$ cat src/rtl/multicycle_control.sv
// Main control FSM for the multicycle Mini-MIPS datapath: sequences fetch/decode/execute/memory/writeback.
// Latency: R/I 4, lw 5, sw 4, beq/bne/j 3, illegal 2 cycles; each mem_ready=0 cycle in FETCH/MEM_READ/MEM_WRITE adds one.
// Backpressure: memory states hold until mem_ready (ignored when USE_MEM_READY=0); no strobes survive reset.
module multicycle_control #(
    parameter bit USE_MEM_READY = 1'b1
) (
    input  logic       clk,
    input  logic       reset,
    input  logic [3:0] opcode,
    input  logic       mem_ready,
    output logic       pc_write,
    output logic       pc_write_cond,
    output logic       branch_ne,
    output logic [1:0] pc_src,
    output logic       i_or_d,
    output logic       mem_read,
    output logic       mem_write,
    output logic       ir_write,
    output logic       reg_dst,
    output logic       mem_to_reg,
    output logic       reg_write,
    output logic       alu_src_a,
    output logic [1:0] alu_src_b,
    output logic [2:0] ALUop,
    output logic       instr_done,
    output logic       illegal_op
);

    typedef enum logic [3:0] {
        RESET_ST, FETCH, DECODE, EXEC_R, EXEC_I, WB_ALU,
        MEM_ADDR, MEM_READ, WB_MEM, MEM_WRITE, BRANCH, JUMP
    } state_t;

    localparam logic [3:0] OP_R    = 4'b0000;
    localparam logic [3:0] OP_ADDI = 4'b0001;
    localparam logic [3:0] OP_ANDI = 4'b0010;
    localparam logic [3:0] OP_ORI  = 4'b0011;
    localparam logic [3:0] OP_NORI = 4'b0100;
    localparam logic [3:0] OP_SLTI = 4'b0101;
    localparam logic [3:0] OP_LW   = 4'b0110;
    localparam logic [3:0] OP_SW   = 4'b0111;
    localparam logic [3:0] OP_BEQ  = 4'b1000;
    localparam logic [3:0] OP_BNE  = 4'b1001;
    localparam logic [3:0] OP_J    = 4'b1010;

    state_t     state;
    logic [3:0] op_q;
    logic       ready;

    assign ready = USE_MEM_READY ? mem_ready : 1'b1;

    // State register and opcode latch; op_q is captured in DECODE and used by every later state
    always_ff @(posedge clk or posedge reset) begin
        if (reset) begin
            state <= RESET_ST;
            op_q  <= 4'b0000;
        end else begin
            case (state)
                RESET_ST: state <= FETCH;
                FETCH:    if (ready) state <= DECODE;
                DECODE: begin
                    op_q <= opcode;
                    case (opcode)
                        OP_R:                                        state <= EXEC_R;
                        OP_ADDI, OP_ANDI, OP_ORI, OP_NORI, OP_SLTI:  state <= EXEC_I;
                        OP_LW, OP_SW:                                state <= MEM_ADDR;
                        OP_BEQ, OP_BNE:                              state <= BRANCH;
                        OP_J:                                        state <= JUMP;
                        default:                                     state <= FETCH;
                    endcase
                end
                EXEC_R, EXEC_I: state <= WB_ALU;
                MEM_ADDR:  state <= (op_q == OP_SW) ? MEM_WRITE : MEM_READ;
                MEM_READ:  if (ready) state <= WB_MEM;
                MEM_WRITE: if (ready) state <= FETCH;
                WB_ALU, WB_MEM, BRANCH, JUMP: state <= FETCH;
                default:   state <= RESET_ST;
            endcase
        end
    end

    // Output decode from state and op_q; only the fetch/store completion strobes look at mem_ready,
    // and DECODE must judge legality from the live opcode since op_q loads at the end of that cycle
    always_comb begin
        pc_write      = 1'b0;
        pc_write_cond = 1'b0;
        branch_ne     = 1'b0;
        pc_src        = 2'b00;
        i_or_d        = 1'b0;
        mem_read      = 1'b0;
        mem_write     = 1'b0;
        ir_write      = 1'b0;
        reg_dst       = 1'b0;
        mem_to_reg    = 1'b0;
        reg_write     = 1'b0;
        alu_src_a     = 1'b0;
        alu_src_b     = 2'b00;
        ALUop         = 3'b000;
        instr_done    = 1'b0;
        illegal_op    = 1'b0;
        case (state)
            FETCH: begin
                mem_read  = 1'b1;
                alu_src_b = 2'b01;
                ir_write  = ready;
                pc_write  = ready;
            end
            DECODE: begin
                alu_src_b = 2'b11;
                if (opcode > OP_J) begin
                    illegal_op = 1'b1;
                    instr_done = 1'b1;
                end
            end
            EXEC_R: begin
                alu_src_a = 1'b1;
                ALUop     = 3'b110;
            end
            EXEC_I: begin
                alu_src_a = 1'b1;
                alu_src_b = 2'b10;
                case (op_q)
                    OP_ANDI: ALUop = 3'b010;
                    OP_ORI:  ALUop = 3'b011;
                    OP_NORI: ALUop = 3'b100;
                    OP_SLTI: ALUop = 3'b101;
                    default: ALUop = 3'b000;
                endcase
            end
            WB_ALU: begin
                reg_write  = 1'b1;
                reg_dst    = (op_q == OP_R);
                instr_done = 1'b1;
            end
            MEM_ADDR: begin
                alu_src_a = 1'b1;
                alu_src_b = 2'b10;
            end
            MEM_READ: begin
                mem_read = 1'b1;
                i_or_d   = 1'b1;
            end
            WB_MEM: begin
                reg_write  = 1'b1;
                mem_to_reg = 1'b1;
                instr_done = 1'b1;
            end
            MEM_WRITE: begin
                mem_write  = 1'b1;
                i_or_d     = 1'b1;
                instr_done = ready;
            end
            BRANCH: begin
                alu_src_a     = 1'b1;
                ALUop         = 3'b001;
                pc_write_cond = 1'b1;
                pc_src        = 2'b01;
                branch_ne     = (op_q == OP_BNE);
                instr_done    = 1'b1;
            end
            JUMP: begin
                pc_write   = 1'b1;
                pc_src     = 2'b10;
                instr_done = 1'b1;
            end
            default: ;
        endcase
    end

endmodule
$ cat config.mk
export PLATFORM = sky130hd
export DESIGN_NAME = multicycle_control
export DESIGN_NICKNAME = d
export VERILOG_FILES = /design/src/rtl/multicycle_control.sv
export SDC_FILE = /design/constraint.sdc
export NUM_CORES = 1
export LEC_CHECK = 0
export ABC_AREA = 1
export CAP_MARGIN = 20
export CELL_PAD_IN_SITES_DETAIL_PLACEMENT = 1
export CELL_PAD_IN_SITES_GLOBAL_PLACEMENT = 1
export CORE_MARGIN = 1
export CORE_UTILIZATION = 27
export CTS_CLUSTER_SIZE = 10
export DETAILED_ROUTE_END_ITERATION = 10
export PLACE_DENSITY = 0.85
export RECOVER_POWER = 25
export SLEW_MARGIN = 20
export SYNTH_ARGS = -nofsm -noshare
export SYNTH_HDL_FRONTEND = slang
export SYNTH_SLANG_ARGS = --single-unit
$ cat constraint.sdc
create_clock -name clk -period 1.4 [get_ports clk]
set_clock_uncertainty 0.05 [all_clocks]
set_input_delay 0.28 -clock clk [delete_from_list [all_inputs] [get_ports clk]]
set_output_delay 0.28 -clock clk [all_outputs]
set_load 0.01 [all_outputs]
==> results of run 1 <==
## final cells by class
class	instances	area (µm²)	area share, %
clock buffer	3	22.5	1.46
inverter	21	83.8	5.42
tap	28	35.0	2.26
sequential	8	204	13.2
multi-input combinational	80	586	37.8
timing repair buffer	74	617	39.9
## kinds of logic after synthesis
family          after synthesis  share of synthesized area, %
buf+inv                      21                          11.8
flops                         8                          30.0
compound gates               12                          11.1
simple gates                 68                          47.1
## worst max-delay path by stage
stage | to | slack, ps | cells past startpoint
2_1_floorplan | instr_done | 7 | 4
3_3_place_gp | instr_done | -650 | 7
3_5_place_dp | instr_done | -780 | 7
4_1_cts | alu_src_a | -360 | 6
5_1_grt | instr_done | -590 | 7
6_report | instr_done | -540 | 7
## stage by stage
stage          cells  hold slack [ps]
2_1_floorplan    109             45.7
3_3_place_gp     190              487
3_5_place_dp     190              499
4_1_cts          207              233
5_1_grt          214              399
6_report         214              372
## layout by cell type (no fill, tap or decap), drive strengths merged
| cell type | count |
|---|---|
| o31ai | 2 |
| nand3 | 9 |
| dfrtp | 8 |
| o211ai | 1 |
| nor2 | 16 |
| clkdlybuf4s50 | 5 |
| buf | 68 |
| inv | 21 |
| clkbuf | 3 |
| nand3b | 1 |
| o22ai | 2 |
| nand4 | 1 |
| o21ai | 7 |
| or2 | 1 |
| dlygate4sd3 | 1 |
| nand2 | 38 |
| nor4 | 2 |
## where the power goes
group	total (mW)	switching [mW]	internal [mW]
registers	0.528	0.182	0.347
clock network	0.198	0.0983	0.0994
logic	2.78	1.46	1.31
total	3.50	1.74	1.76
## worst max-delay path, stage by stage (launching register included)
cell and delay (ps):
dfrtp_1 460, inv_2 100, nor2_4 110, buf_6 130, nand2_8 60, nor2_4 160, nand3b_1 160, buf_2 150
## sequential cells by signal (all words and copies together) (netlist names)
name,count
op_q,4
state,4
## layer usage
metal,vias to the layer above,share of wire (%)
met2,47,52
met5,-,0.28
met1,552,37
met4,2,5.5
met3,23,5.0
li1,501,-
## repair_timing
action / CTS / global route
pin swaps: 9 / 5
setup endpoints to repair: 23 / 25
buffers inserted: 14 / 7
resized for setup: 112 / 40
## Yosys cell counts, drive strengths merged
library cell  instances
nand2                38
inv                  21
nor2                 16
nand3                 9
dfrtp                 8
o21ai                 7
nor4                  2
o22ai                 2
o31ai                 2
nand3b                1
nand4                 1
o211ai                1
or2                   1
==> flow_summary_export.csv, run 1 <==
group,metric,value,unit
status,status,"finished, violations left",
status,violations,"setup timing",
global_route,use_met3,2.63,%
sta,fin_setup_tns,-9620,ps
global_route,grt_max_degree,9,
finish,final_layout_size_suffix_gt1_share,62.4,%
clocking,clockBufferDepth,2,
yosys,yosys.area.top_type,"dfrtp_1",
die,core,0.00228,mm²
global_route,grtUsageTotal,29.7,%
yosys,syn_area,667,µm²
place,place_ws,-784,ps
sta,worstMarginPinSlew,349,ps
global_route,busiest_layer,"met2",
flow_run,maxCapViolCount,0,
critical_path,r2r_slack,-420,ps
yosys,ys_top_cells_by_area,"dfrtp_1, nand2_1, inv_1",
sta,rsz0062_at_grt,"yes",
die,start_util,29.3,%
sta,hold_viol,0,
power,peakVddDrop,1.38,mV
clocking,cts_buffers,3,
critical_path,reg2reg_to,"state[3]",
sta,period_minus_slack,1940,ps
finish,final_cell_area,0.00155,mm²
yosys,synth_seq_cells,8,
yosys,synth_fp_nets,116,
clocking,cts_htree_levels,1,
critical_path,critPathMaxFanout,5,
yosys,synth.distinct_cells,19,
detailed_routing,routed_wl,4590,µm
clocking,cts_tree,"yes",
power,p_leak,0.878,nW
critical_path,reg2reg_depth,11,
critical_path,end_kind,"output port",
critical_path,worstPathRequired,1070,ps
power,powerDensity,2260,mW/mm²
hold_path,hp-class,"primary input to asynchronous set/reset pin",
finish,fillCellCount,278,
detailed_routing,wl_per_cell,21.5,µm
yosys,syn_area_per_cell,6.12,µm²
sta,max_slew_margin,76.6,%
clocking,clk_pin_slew,60,ps
finish,synthToLayoutAreaGrowth,132,%
finish,fin_util,68.0,%
clocking,cts_hold_buf,0,
detailed_routing,num_vias,1125,
detailed_routing,first_pass_iters,5,
power,total_power,3.50,mW
global_route,first_global_vias,1186,
die,dieArea,0.00267,mm²
clocking,clock_latency,270,ps
die,die_width,51.7,µm
yosys,yosysSeqAreaShare,30.0,%
yosys,synth_top_area_share,30.0,%
critical_path,crit_arrival,1610,ps
yosys,yosysWarnings,0,
sta,max_freq,515,MHz
clocking,cts.sinks,8,
sta,min_period_over_period,139,%
die,top_level_ports,27,
detailed_routing,drt-initial-drc-count,20,
global_route,antenna_found_initial,1,
place,placed_cell_area,0.00117,mm²
detailed_routing,drc,0,
global_route,grt_pass1_wl,5640,µm
detailed_routing,vias_per_cell,5.26,
place,routabilityCongestion,0.841,
place,portBuffers,26,
finish,nNetsFinal,195,
die,fp-row-count,17,
detailed_routing,detail-route-antenna-nets,0,
sta,maxSlewViolCount,0,
place,dp_hpwl,2170,µm
yosys,syn_inst,109,
sta,setup_violations,25,
critical_path,worstSetupStartpointType,"register",
critical_path,worstSetupPathType,"register to output port",
global_route,grt_use_met2,56.7,%
global_route,met1_usage,31.2,%
finish,n_antenna_cell,0,
critical_path,r2r-start,"state[1]",
die,die_y,51.7,µm
sta,final.setup.worst_slack,-540,ps
global_route,grt_overflow_total,0,
clocking,root_buffer,"clkbuf_4",
critical_path,cp-startpoint,"state[1]",
(Power assumes the default switching activity.)
==> run 2: changes to the inputs <==
- CTS_CLUSTER_SIZE: 10 -> default
==> results of run 2 <==
Final layout, timing and power as in run 1 (identical DEF).
==> run 3: changes to the inputs <==
- CORE_MARGIN: 1 -> 3
==> run 3 against run 2 <==
Net effect:
- highest routed layer is now met4
- maximum frequency is 6.2% higher
- utilization shrank 2.9 points
- critical path type unchanged
- die area grew 16%
- the flow still finishes with violations (setup timing)
==> flow_summary_export.csv, run 3 (synthesized netlist as in run 1, its figures left out) <==
group,metric,value,unit
die,core,0.00228,mm²
place,portBuffers,26,
die,start_util,29.3,%
clocking,clk_pin_slew,60,ps
sta,max_slew_margin,80.6,%
status,violations,"setup timing",
critical_path,critPathMaxFanout,4,
clocking,cts_tree,"yes",
finish,final_layout_size_suffix_gt1_share,65.4,%
place,place_ws,-724,ps
global_route,antenna_found_initial,0,
critical_path,worst_path_dominant_cell_family,"simple AND/OR/NAND/NOR gates",
sta,setup_violations,27,
global_route,first_global_vias,1114,
clocking,clock_latency,280,ps
power,p_leak,0.855,nW
die,die_y,55.7,µm
power,powerDensity,2260,mW/mm²
die,fp-row-count,17,
clocking,cts_buffers,3,
critical_path,crit_path_frequent_cell,"nor2_4",
finish,synthToLayoutAreaGrowth,122,%
flow_run,maxCapViolCount,0,
hold_path,hp-class,"primary input to asynchronous set/reset pin",
global_route,grt_max_degree,9,
clocking,cts.sinks,8,
detailed_routing,vias_per_cell,5.11,
detailed_routing,detail-route-antenna-nets,0,
finish,nNetsFinal,191,
die,die_width,55.7,µm
finish,top_regs,"op_q (4), state (4)",
global_route,grt_pass1_wl,5730,µm
sta,fin_setup_tns,-7770,ps
sta,worstMarginPinSlew,288,ps
global_route,grt_overflow_total,0,
critical_path,worstPathRequired,1070,ps
detailed_routing,drt-initial-drc-count,33,
die,dieArea,0.00310,mm²
clocking,cts_hold_buf,0,
critical_path,end_kind,"output port",
detailed_routing,routed_wl,4050,µm
place,placed_cell_area,0.00119,mm²
critical_path,crit_arrival,1500,ps
critical_path,cpPeakStageDelay,460,ps
sta,min_period_over_period,130,%
finish,fin_util,65.1,%
clocking,cts_htree_levels,1,
sta,maxSlewViolCount,0,
finish,fillCellCount,273,
critical_path,worst-path-buf-inv,2,
power,peakVddDrop,1.27,mV
die,top_level_ports,27,
place,routabilityCongestion,0.852,
critical_path,worstSetupStartpointType,"register",
place,dp_hpwl,2090,µm
place,dp.cells,192,
critical_path,worstSetupPathType,"register to output port",
critical_path,cp_slowest_cell,"dfrtp_2",
clocking,clockBufferDepth,2,
detailed_routing,wl_per_cell,19.3,µm
sta,max_freq,548,MHz
detailed_routing,num_vias,1073,
finish,fin_cells,210,
finish,final_common_cell,"buf_4",
critical_path,path_cells,"nor2_4 > buf_12 > nand2_4 > nor2_4 > nand3b_1 > buf_2",
sta,hold_viol,0,
finish,final_cell_mix,"buf_4, nand2_1, buf_2, buf_6, inv_1",
sta,final.setup.worst_slack,-426,ps
clocking,root_buffer,"clkbuf_4",
detailed_routing,drc,0,
sta,period_minus_slack,1830,ps
status,status,"finished, violations left",
detailed_routing,first_pass_iters,4,
finish,final_cell_area,0.00148,mm²
global_route,grtUsageTotal,23.5,%
finish,n_antenna_cell,0,
sta,rsz0062_at_grt,"yes",
[run 3: changes by cell type in the layout (fill, tap and decap cells not counted), sizes merged]
cell,change
clkdlybuf4s50,-1
buf,-5
dlygate4sd2,+1
clkdlybuf4s15,+1
[run 3: worst paths after layout]
check	start	endpoint	slack, ps	depth (start not counted)
max	state[2]	instr_done	-430	6
min	reset	op_q[3]	350	2
max reg2reg	state[1]	state[1]	-290	10
min reg2reg	op_q[0]	op_q[0]	550	2
max in group asynchronous	reset	state[2]	690	2
min in group clk	opcode[1]	op_q[1]	490	4
[run 3: area by class of cell]
class / count / area, µm² / share of cell area, %
inverter: 21 / 81.3 / 5.49
sequential: 8 / 204 / 13.8
tap: 28 / 35.0 / 2.36
multi-input combinational: 80 / 566 / 38.2
clock buffer: 3 / 22.5 / 1.52
timing repair buffer: 70 / 573 / 38.7
[run 3: routing by layer]
layer | vias up | wire, µm | track usage [%]
li1 | 490 | - | -
met1 | 531 | 1620 | 26.8
met2 | 39 | 2130 | 42.7
met3 | 13 | 163 | 3.25
met4 | 0 | 136 | 11.1
met5 | - | 0 | 0
[run 3: metrics by stage]
| step | hold slack (ps) | power, mW |
|---|---|---|
| after floorplan | 45.7 | 1.23 |
| after CTS | 216 | 2.74 |
| after global routing | 383 | 3.55 |
| after global placement | 488 | 2.15 |
| after detailed placement | 493 | 2.23 |
| final | 355 | 3.35 |
[run 3: repair_timing]
action	in CTS	in global routing
setup endpoints to repair	24	27
buffers inserted	7	8
pin swaps	17	8
gates resized for setup	122	28
endpoints found under the hold margin	0	0
[run 3: worst register-to-register path, delay by kind of cell, from the launching register on]
kind,cells,cell delay [ps]
buffers and inverters,4,510
DFF,1,430
and+or+nand+nor,5,420
AOI/OAI and AO/OA,1,180
[run 3: where the power goes]
part           internal, mW  leakage, nW  switching, mW  total [mW]
Clock                0.0994       0.0138         0.0977       0.197
Sequential            0.347       0.0950          0.177       0.523
Combinational          1.28        0.746           1.35        2.63
Total                  1.73        0.855           1.63        3.35
